===== src/rtl/iob_soc_opencryptolinux_pbus_split.sv =====
// IOb peripheral-bus splitter: address-decoded routing of one master to N slaves,
// with unmapped-select, accept-timeout and response-timeout error handling.
module iob_soc_opencryptolinux_pbus_split #(
    parameter int                ADDR_W   = 32,
    parameter int                DATA_W   = 32,
    parameter int                N_SLAVES = 4,
    parameter int                SEL_MSB  = ADDR_W - 2,
    parameter int                TIMEOUT  = 16,
    parameter logic [DATA_W-1:0] ERR_DATA = DATA_W'(32'hDEADBEEF),
    parameter int                ERRCNT_W = 16
) (
    input  logic                                        clk_i,
    input  logic                                        arst_i,
    input  logic                                        cke_i,
    input  logic [ADDR_W+DATA_W+DATA_W/8:0]             m_req_i,
    output logic [DATA_W+1:0]                           m_resp_o,
    output logic [N_SLAVES*(1+ADDR_W+DATA_W+DATA_W/8)-1:0] s_req_o,
    input  logic [N_SLAVES*(DATA_W+2)-1:0]              s_resp_i,
    output logic                                        err_o,
    output logic [1:0]                                  err_code_o,
    output logic [ADDR_W-1:0]                           err_addr_o,
    output logic [ERRCNT_W-1:0]                         err_cnt_o
);

    localparam int STRB_W = DATA_W / 8;
    localparam int REQ_W  = 1 + ADDR_W + DATA_W + STRB_W;
    localparam int RSP_W  = DATA_W + 2;
    localparam int SEL_W  = $clog2(N_SLAVES);
    localparam int TMR_W  = (TIMEOUT < 2) ? 1 : $clog2(TIMEOUT + 1);
    localparam bit TO_EN  = TIMEOUT > 0;
    localparam logic [TMR_W-1:0] TMR_LAST = TMR_W'((TIMEOUT > 0) ? TIMEOUT - 1 : 0);

    localparam logic [1:0] CODE_UNMAP = 2'b01;
    localparam logic [1:0] CODE_ACC   = 2'b10;
    localparam logic [1:0] CODE_RSP   = 2'b11;

    typedef enum logic [1:0] {
        IDLE,
        RD_WAIT,
        ERR_RSP
    } state_t;

    logic                m_avalid;
    logic [ADDR_W-1:0]   m_addr;
    logic [DATA_W-1:0]   m_wdata;
    logic [STRB_W-1:0]   m_wstrb;
    logic                is_rd;

    logic [N_SLAVES-1:0] s_ready;
    logic [N_SLAVES-1:0] s_rvalid;
    logic [DATA_W-1:0]   s_rdata [N_SLAVES];
    logic [N_SLAVES-1:0] s_avalid;

    logic [SEL_W-1:0]    sel;
    logic [31:0]         sel_ext;
    logic                mapped;
    logic                sel_ready;
    logic                q_rvalid;
    logic [DATA_W-1:0]   q_rdata;

    logic                m_ready;
    logic                m_rvalid;
    logic [DATA_W-1:0]   m_rdata;

    logic                err_ev;
    logic [1:0]          ev_code;
    logic [ADDR_W-1:0]   ev_addr;

    state_t              state_q, state_d;
    logic [SEL_W-1:0]    sel_q, sel_d;
    logic [TMR_W-1:0]    timer_q, timer_d;
    logic [ADDR_W-1:0]   raddr_q, raddr_d;
    logic                err_q, err_d;
    logic [1:0]          err_code_q, err_code_d;
    logic [ADDR_W-1:0]   err_addr_q, err_addr_d;
    logic [ERRCNT_W-1:0] err_cnt_q, err_cnt_d;

    assign m_avalid = m_req_i[REQ_W-1];
    assign m_addr   = m_req_i[REQ_W-2 -: ADDR_W];
    assign m_wdata  = m_req_i[DATA_W+STRB_W-1 -: DATA_W];
    assign m_wstrb  = m_req_i[STRB_W-1:0];
    assign is_rd    = (m_wstrb == '0);

    assign sel     = m_addr[SEL_MSB -: SEL_W];
    assign sel_ext = 32'(sel);
    assign mapped  = sel_ext < 32'(N_SLAVES);

    for (genvar k = 0; k < N_SLAVES; k++) begin : g_slv
        assign s_ready[k]  = s_resp_i[k*RSP_W];
        assign s_rvalid[k] = s_resp_i[k*RSP_W+1];
        assign s_rdata[k]  = s_resp_i[k*RSP_W+2 +: DATA_W];
        assign s_req_o[k*REQ_W +: REQ_W] = {s_avalid[k], m_addr, m_wdata, m_wstrb};
    end

    // Mux the decoded slave (request side) and the latched slave (response side)
    always_comb begin
        sel_ready = 1'b0;
        q_rvalid  = 1'b0;
        q_rdata   = '0;
        for (int k = 0; k < N_SLAVES; k++) begin
            if (sel_ext == 32'(k)) begin
                sel_ready = s_ready[k];
            end
            if (32'(sel_q) == 32'(k)) begin
                q_rvalid = s_rvalid[k];
                q_rdata  = s_rdata[k];
            end
        end
    end

    always_comb begin
        state_d  = state_q;
        sel_d    = sel_q;
        timer_d  = timer_q;
        raddr_d  = raddr_q;
        s_avalid = '0;
        m_ready  = 1'b0;
        m_rvalid = 1'b0;
        m_rdata  = '0;
        err_ev   = 1'b0;
        ev_code  = 2'b00;
        ev_addr  = '0;

        unique case (state_q)
            IDLE: begin
                if (!m_avalid) begin
                    timer_d = '0;
                end else if (!mapped) begin
                    m_ready = 1'b1;
                    err_ev  = 1'b1;
                    ev_code = CODE_UNMAP;
                    ev_addr = m_addr;
                    if (is_rd) begin
                        state_d = ERR_RSP;
                    end
                end else if (TO_EN && !sel_ready && timer_q == TMR_LAST) begin
                    // Hung slave: complete the handshake ourselves
                    m_ready = 1'b1;
                    timer_d = '0;
                    err_ev  = 1'b1;
                    ev_code = CODE_ACC;
                    ev_addr = m_addr;
                    if (is_rd) begin
                        state_d = ERR_RSP;
                    end
                end else begin
                    for (int k = 0; k < N_SLAVES; k++) begin
                        s_avalid[k] = (sel_ext == 32'(k));
                    end
                    m_ready = sel_ready;
                    if (sel_ready) begin
                        timer_d = '0;
                        if (is_rd) begin
                            sel_d   = sel;
                            raddr_d = m_addr;
                            state_d = RD_WAIT;
                        end
                    end else if (TO_EN) begin
                        timer_d = timer_q + 1'b1;
                    end
                end
            end
            RD_WAIT: begin
                m_rvalid = q_rvalid;
                m_rdata  = q_rvalid ? q_rdata : '0;
                if (q_rvalid) begin
                    timer_d = '0;
                    state_d = IDLE;
                end else if (TO_EN && timer_q == TMR_LAST) begin
                    timer_d = '0;
                    err_ev  = 1'b1;
                    ev_code = CODE_RSP;
                    ev_addr = raddr_q;
                    state_d = ERR_RSP;
                end else if (TO_EN) begin
                    timer_d = timer_q + 1'b1;
                end
            end
            ERR_RSP: begin
                m_rvalid = 1'b1;
                m_rdata  = ERR_DATA;
                timer_d  = '0;
                state_d  = IDLE;
            end
            default: begin
                state_d = IDLE;
            end
        endcase

        if (arst_i) begin
            s_avalid = '0;
            m_ready  = 1'b0;
            m_rvalid = 1'b0;
            m_rdata  = '0;
        end
    end

    always_comb begin
        err_d      = err_ev;
        err_code_d = err_code_q;
        err_addr_d = err_addr_q;
        err_cnt_d  = err_cnt_q;
        if (err_ev) begin
            err_code_d = ev_code;
            err_addr_d = ev_addr;
            if (err_cnt_q != '1) begin
                err_cnt_d = err_cnt_q + 1'b1;
            end
        end
    end

    always_ff @(posedge clk_i or posedge arst_i) begin
        if (arst_i) begin
            state_q    <= IDLE;
            sel_q      <= '0;
            timer_q    <= '0;
            raddr_q    <= '0;
            err_q      <= 1'b0;
            err_code_q <= 2'b00;
            err_addr_q <= '0;
            err_cnt_q  <= '0;
        end else if (cke_i) begin
            state_q    <= state_d;
            sel_q      <= sel_d;
            timer_q    <= timer_d;
            raddr_q    <= raddr_d;
            err_q      <= err_d;
            err_code_q <= err_code_d;
            err_addr_q <= err_addr_d;
            err_cnt_q  <= err_cnt_d;
        end
    end

    assign m_resp_o   = {m_rdata, m_rvalid, m_ready};
    assign err_o      = err_q;
    assign err_code_o = err_code_q;
    assign err_addr_o = err_addr_q;
    assign err_cnt_o  = err_cnt_q;

endmodule


===== config.mk =====
export PLATFORM = sky130hd
export DESIGN_NAME = iob_soc_opencryptolinux_pbus_split
export DESIGN_NICKNAME = d
export VERILOG_FILES = /design/src/rtl/iob_soc_opencryptolinux_pbus_split.sv
export SDC_FILE = /design/constraint.sdc
export NUM_CORES = 1
export LEC_CHECK = 0
export CORE_AREA = 2 2 225 227
export CTS_CLUSTER_SIZE = 28
export DETAILED_ROUTE_END_ITERATION = 7
export DIE_AREA = 0 0 227 229
export DONT_BUFFER_PORTS = 1
export GPL_TIMING_DRIVEN = 0
export SYNTH_ARGS = -nofsm -noshare
export SYNTH_HDL_FRONTEND = slang
export SYNTH_SLANG_ARGS = --single-unit

===== constraint.sdc =====
create_clock -name clk_i -period 4.5 [get_ports clk_i]
set_input_delay 0.9 -clock clk_i [delete_from_list [all_inputs] [get_ports clk_i]]
set_output_delay 0.9 -clock clk_i [all_outputs]
set_load 0.05 [all_outputs]

After elaboration in Yosys (flattened, before gate mapping)
Cells that the tools add are included.
{"block": "totals", "reg_bits": 92, "input_bits": 208, "output_inout_bits": 361, "word_cells": 100}
{"block": "classes", "n_addsub": 2, "magnitude_cmp": 1, "n_eq_ne": 15, "mux": 61, "bitwise": 1, "n_reduce_logical": 12}
{"operator": "2-to-1 mux 32 bit", "n": 11}
{"operator": "case mux 32 bit (2 select lines)", "n": 2}
{"operator": "logical NOT 32 bit", "n": 1}
{"operator": "2-to-1 mux 5 bit", "n": 6}
{"operator": "2-to-1 mux 2 bit", "n": 13}
{"operator": "2-to-1 mux 4 bit", "n": 5}
{"operator": "2-to-1 mux 1 bit", "n": 19}
{"operator": "adder 16 x 1 -> 16 bit, second input constant", "n": 1}
{"operator": "inequality test 16 bit, second input constant", "n": 1}
{"operator": "case mux 5 bit (3 select lines)", "n": 1}
{"operator": "equality test 2 bit, second input constant", "n": 5}
{"operator": "inequality test 4 bit, second input constant", "n": 2}
{"operator": "case mux 2 bit (2 select lines)", "n": 2}
{"operator": "AND reduction 7 bit", "n": 1}
{"operator": "equality test 2 x 1 -> 1 bit, second input constant", "n": 3}
{"operator": "inequality test 3 bit, second input constant", "n": 2}
{"operator": "AND reduction 3 bit", "n": 2}
{"operator": "adder 5 x 1 -> 5 bit, second input constant", "n": 1}
{"operator": "equality test 5 x 4 -> 1 bit, second input constant", "n": 1}
{"operator": "AND reduction 5 bit", "n": 1}
{"operator": "logical NOT 2 bit", "n": 2}
{"operator": "logical NOT 4 bit", "n": 1}
{"operator": "case mux 1 bit (2 select lines)", "n": 2}
{"operator": "less-than comparator 2 x 3 -> 1 bit, second input constant", "n": 1}
{"operator": "6 further kinds", "n": 6}

Longest topological paths before layout
{"block": "depth", "word_depth": 12, "mapped_depth": 9, "depth_no_buf": 8}

Least setup slack after synthesis
No wires, ideal clock.
{"block": "synth_path", "path_kind": "input port to output port", "startpoint": "input arst_i", "endpoint": "output s_req_o[137]", "arrival_time_ns": 4.245, "t_required_ns": 3.600, "path_slack_ns": -0.645, "stages": 3, "n_path_buf": 0, "path_cell_list": "inv_1 > nand4_1 > nor3_1"}
{"block": "synth_between", "elab_chain_len": 1}
{"element": "start: declaration", "line_no": "13", "rtl": "input logic arst_i,"}
{"element": "2-to-1 mux 4 bit", "line_no": "190", "rtl": "if (arst_i) begin"}
{"element": "end: declaration", "line_no": "17", "rtl": "output logic [N_SLAVES*(1+ADDR_W+DATA_W+DATA_W/8)-1:0] s_req_o,"}
Every way passes these cells.

Worst setup path after layout
{"block": "layout_path", "startpoint": "input arst_i", "endpoint": "output m_resp_o[29]"}
{"block": "layout_between", "elab_chain_len": 1}
{"element": "2-to-1 mux 32 bit", "line_no": "190"}
{"element": "end: declaration", "line_no": "16", "rtl": "output logic [DATA_W+1:0] m_resp_o,"}
Every way passes these cells.

==> impl_metrics.py <==
metrics = {
    "floorplanning": {
        "die_y_um": 229,
        "fp.dieW_um": 227,
        "initial_core_util_pct": 14.90,
        "design.core.area_um2": 49660,
        "dieArea_um2": 51980,
        "rows": 82,
        "io_pins": 569,
    },
    "clocking": {
        "cts_tree": "built",
        "clkTransAtPathRegs_ps": 70,
        "insertion_delay_ps": 360,
        "postCtsSetupBuffers": 0,
        "cts.hold.buffers_added": 0,
        "cts_buffers": 9,
        "clockRootBuffer": "clkbuf_16",
        "h-tree-depth": 3,
        "numClockSinks": 90,
        "clk_path_buf_depth": 2,
    },
    "grt": {
        "grt_max_degree": 42,
        "grt_pass1_vias": 5018,
        "grt_usage_pct": 12.15,
        "antenna_found_initial": 27,
        "grt_pass1_wl_um": 42490,
        "grt_overflow": 0,
    },
    "final_layout": {
        "nFillCells": 5585,
        "final_area_um2": 8680,
        "multi_input_area_um2": 2890,
        "layout.nets": 960,
        "area_growth_pct": 17.32,
        "fin_cells": 1438,
        "seq_area_um2": 2252,
        "layout-drive-gt1-share_pct": 53.40,
    },
    "sta": {
        "finalSetupViolCount": 0,
        "relSlewSlack_pct": 17.45,
        "finalCriticalPeriod_ps": 4093,
        "rsz0062_at_grt": "no",
        "fmax_mhz": 244.3,
        "tightest_slew_ps": 1234,
        "finalHoldViolCount": 0,
        "post-route-period-util_pct": 90.97,
        "maxSlewViolCount": 0,
        "holdWs_ps": 456.4,
        "finClkSkew_ps": 9.897,
    },
    "yosys": {
        "yosysTopAreaCell": "dfrtp_1",
        "ys_top_cells_by_count": "buf_4, dfrtp_1, nand2_1",
        "synth_edf_count": 0,
        "synth.top_cell.area_share_pct": 30.44,
        "synth_most_common_cell": "buf_4",
        "synth-seq-cells": 90,
        "avgSynthCellArea_um2": 10.15,
        "synth_fp_nets": 945,
        "synth.area.top_cells": "dfrtp_1, buf_4, mux4_2",
        "async_flop_share_pct": 100.0,
        "netlist_instances": 729,
        "yosysWarnings": 0,
        "synthFlopType": "dfrtp_1",
        "synth-seq-area-share_pct": 30.44,
        "yosysUniqueCellTypes": 47,
        "syn_area_um2": 7398,
    },
    "detailed_routing": {
        "ant_nets": 0,
        "drc": 0,
        "routed_wl_um": 33780,
        "drt_iter0_drc": 244,
        "routed_via_density": 3.775,
        "first_pass_iters": 4,
        "vias": 5428,
        "wl_per_cell_um": 23.49,
    },
    "status": {
        "outcome": "completed",
    },
    "power_and_ir_drop": {
        "peakVddDrop_v": 0.0001998,
        "p_leak_nw": 3.804,
        "power.density_nw_per_um2": 369.2,
    },
    "setup_path": {
        "cp_slowest_cell": "o21a_1",
        "crit_chain": "clkinvlp_4 -> buf_12 -> nand2_1 -> a21oi_2 -> buf_2 -> o21a_1",
        "slowest_delay_ps": 660,
        "startpoint_type": "input port",
        "cp_data_required_time_ps": 3600,
        "crit_type": "in -> out",
        "critPathCaptureType": "primary output",
        "crit_fanout": 29,
        "cp.arrival_ps": 3190,
    },
    "placement": {
        "io_buffers": 0,
        "gp_congestion": 0.7927,
        "placedCellCount": 1405,
        "dpl_cell_area_um2": 8323,
        "place_hpwl_um": 28640,
    },
    "job": {
        "max_cap_viol_count": 0,
    },
    "hold_path": {
        "min_path_type": "in -> async",
    },
}
## stage by stage
step | utilization [%] | TNS (ps) | setup WS [ps] | power [W]
floorplan | - | 0 | 384.8 | 0.002208
global placement | 16.60 | -22650 | -1021 | 0.002435
detailed placement | 16.76 | -427.5 | -120.3 | 0.002450
CTS | 17.38 | 0 | 235.0 | 0.003275
global route | 17.41 | 0 | 95.93 | 0.003338
finish | 17.48 | 0 | 406.6 | 0.003205
## cells by family after synthesis
logic type | synth area share [%]
AOI/OAI and AO/OA | 10.23
muxes | 17.42
adders and majority gates | 1.353
buffers and inverters | 30.86
and+or+nand+nor | 8.033
xor gates and xnor gates | 1.657
DFF | 30.44
## flip-flops by register name, indices dropped and copies added (netlist names)
| name | cells |
|---|---|
| err_addr_o | 32 |
| raddr_q | 31 |
| err_cnt_o | 16 |
| timer_q | 5 |
| err_code_o | 2 |
| state_q | 2 |
| err_o | 1 |
| sel_q | 1 |
## power breakdown
part,internal (W),switching (W),total [W],leakage (nW)
Combinational,0.000415,0.00110,0.00152,2.43
Sequential,0.000861,0.0000357,0.000897,1.24
Clock,0.000434,0.000357,0.000791,0.138
Total,0.00171,0.00149,0.00320,3.80
## layout by cell type, fill, tap and decap left out, types with 16 or more instances in the layout
cell and count:
a22oi_1 32, buf_4 274, diode_2 17, mux2_4 29, o21a_1 24, dfrtp_1 90, nand2_1 46, mux4_2 33
clkbuf_1 16, o21ai_0 25
## worst max-delay path, delay by kind of cell
family | cells | cell delay [ps]
buf+inv | 3 | 1020
compound gates | 2 | 1100
simple gates | 1 | 130
## path summary, 6_finish.rpt
path                       slack [ps]  depth (start not counted)         from              to
hold reg to reg                   520                          1  raddr_q[19]     raddr_q[19]
hold / removal                    460                          1       arst_i    err_cnt_o[9]
setup reg to reg                 1280                          9   timer_q[0]  err_addr_o[21]
max in group asynchronous        3420                          2       arst_i   err_addr_o[8]
setup / recovery                  410                          6       arst_i    m_resp_o[29]
min in group clk_i                520                          1  raddr_q[19]     raddr_q[19]
## routing by layer
metal	global-route usage, %	vias up	share of wire [%]
li1	-	2289	-
met1	11.33	2643	32
met2	23.03	415	53
met3	5.593	71	12
met4	4.085	10	3.6
met5	0	-	0.19
## repair_timing
| action | 4_1_cts | 5_1_grt |
|---|---|---|
| endpoints found under the hold margin | 0 | 0 |
| resized for setup | 1 | 0 |
| setup endpoints to repair | 4 | 0 |
## cell type report
type / instances / share of cell area (%)
well taps: 672 / 9.687
multi-input cells: 317 / 33.30
flip-flops and latches: 90 / 25.95
plain buffers: 310 / 25.79
diodes: 17 / 0.4901
clock inverters: 7 / 0.9082
clock buffers: 9 / 2.595
repair buffers: 4 / 0.7208
inverters: 12 / 0.5622
No activity file was read; power rests on OpenSTA's default activity.
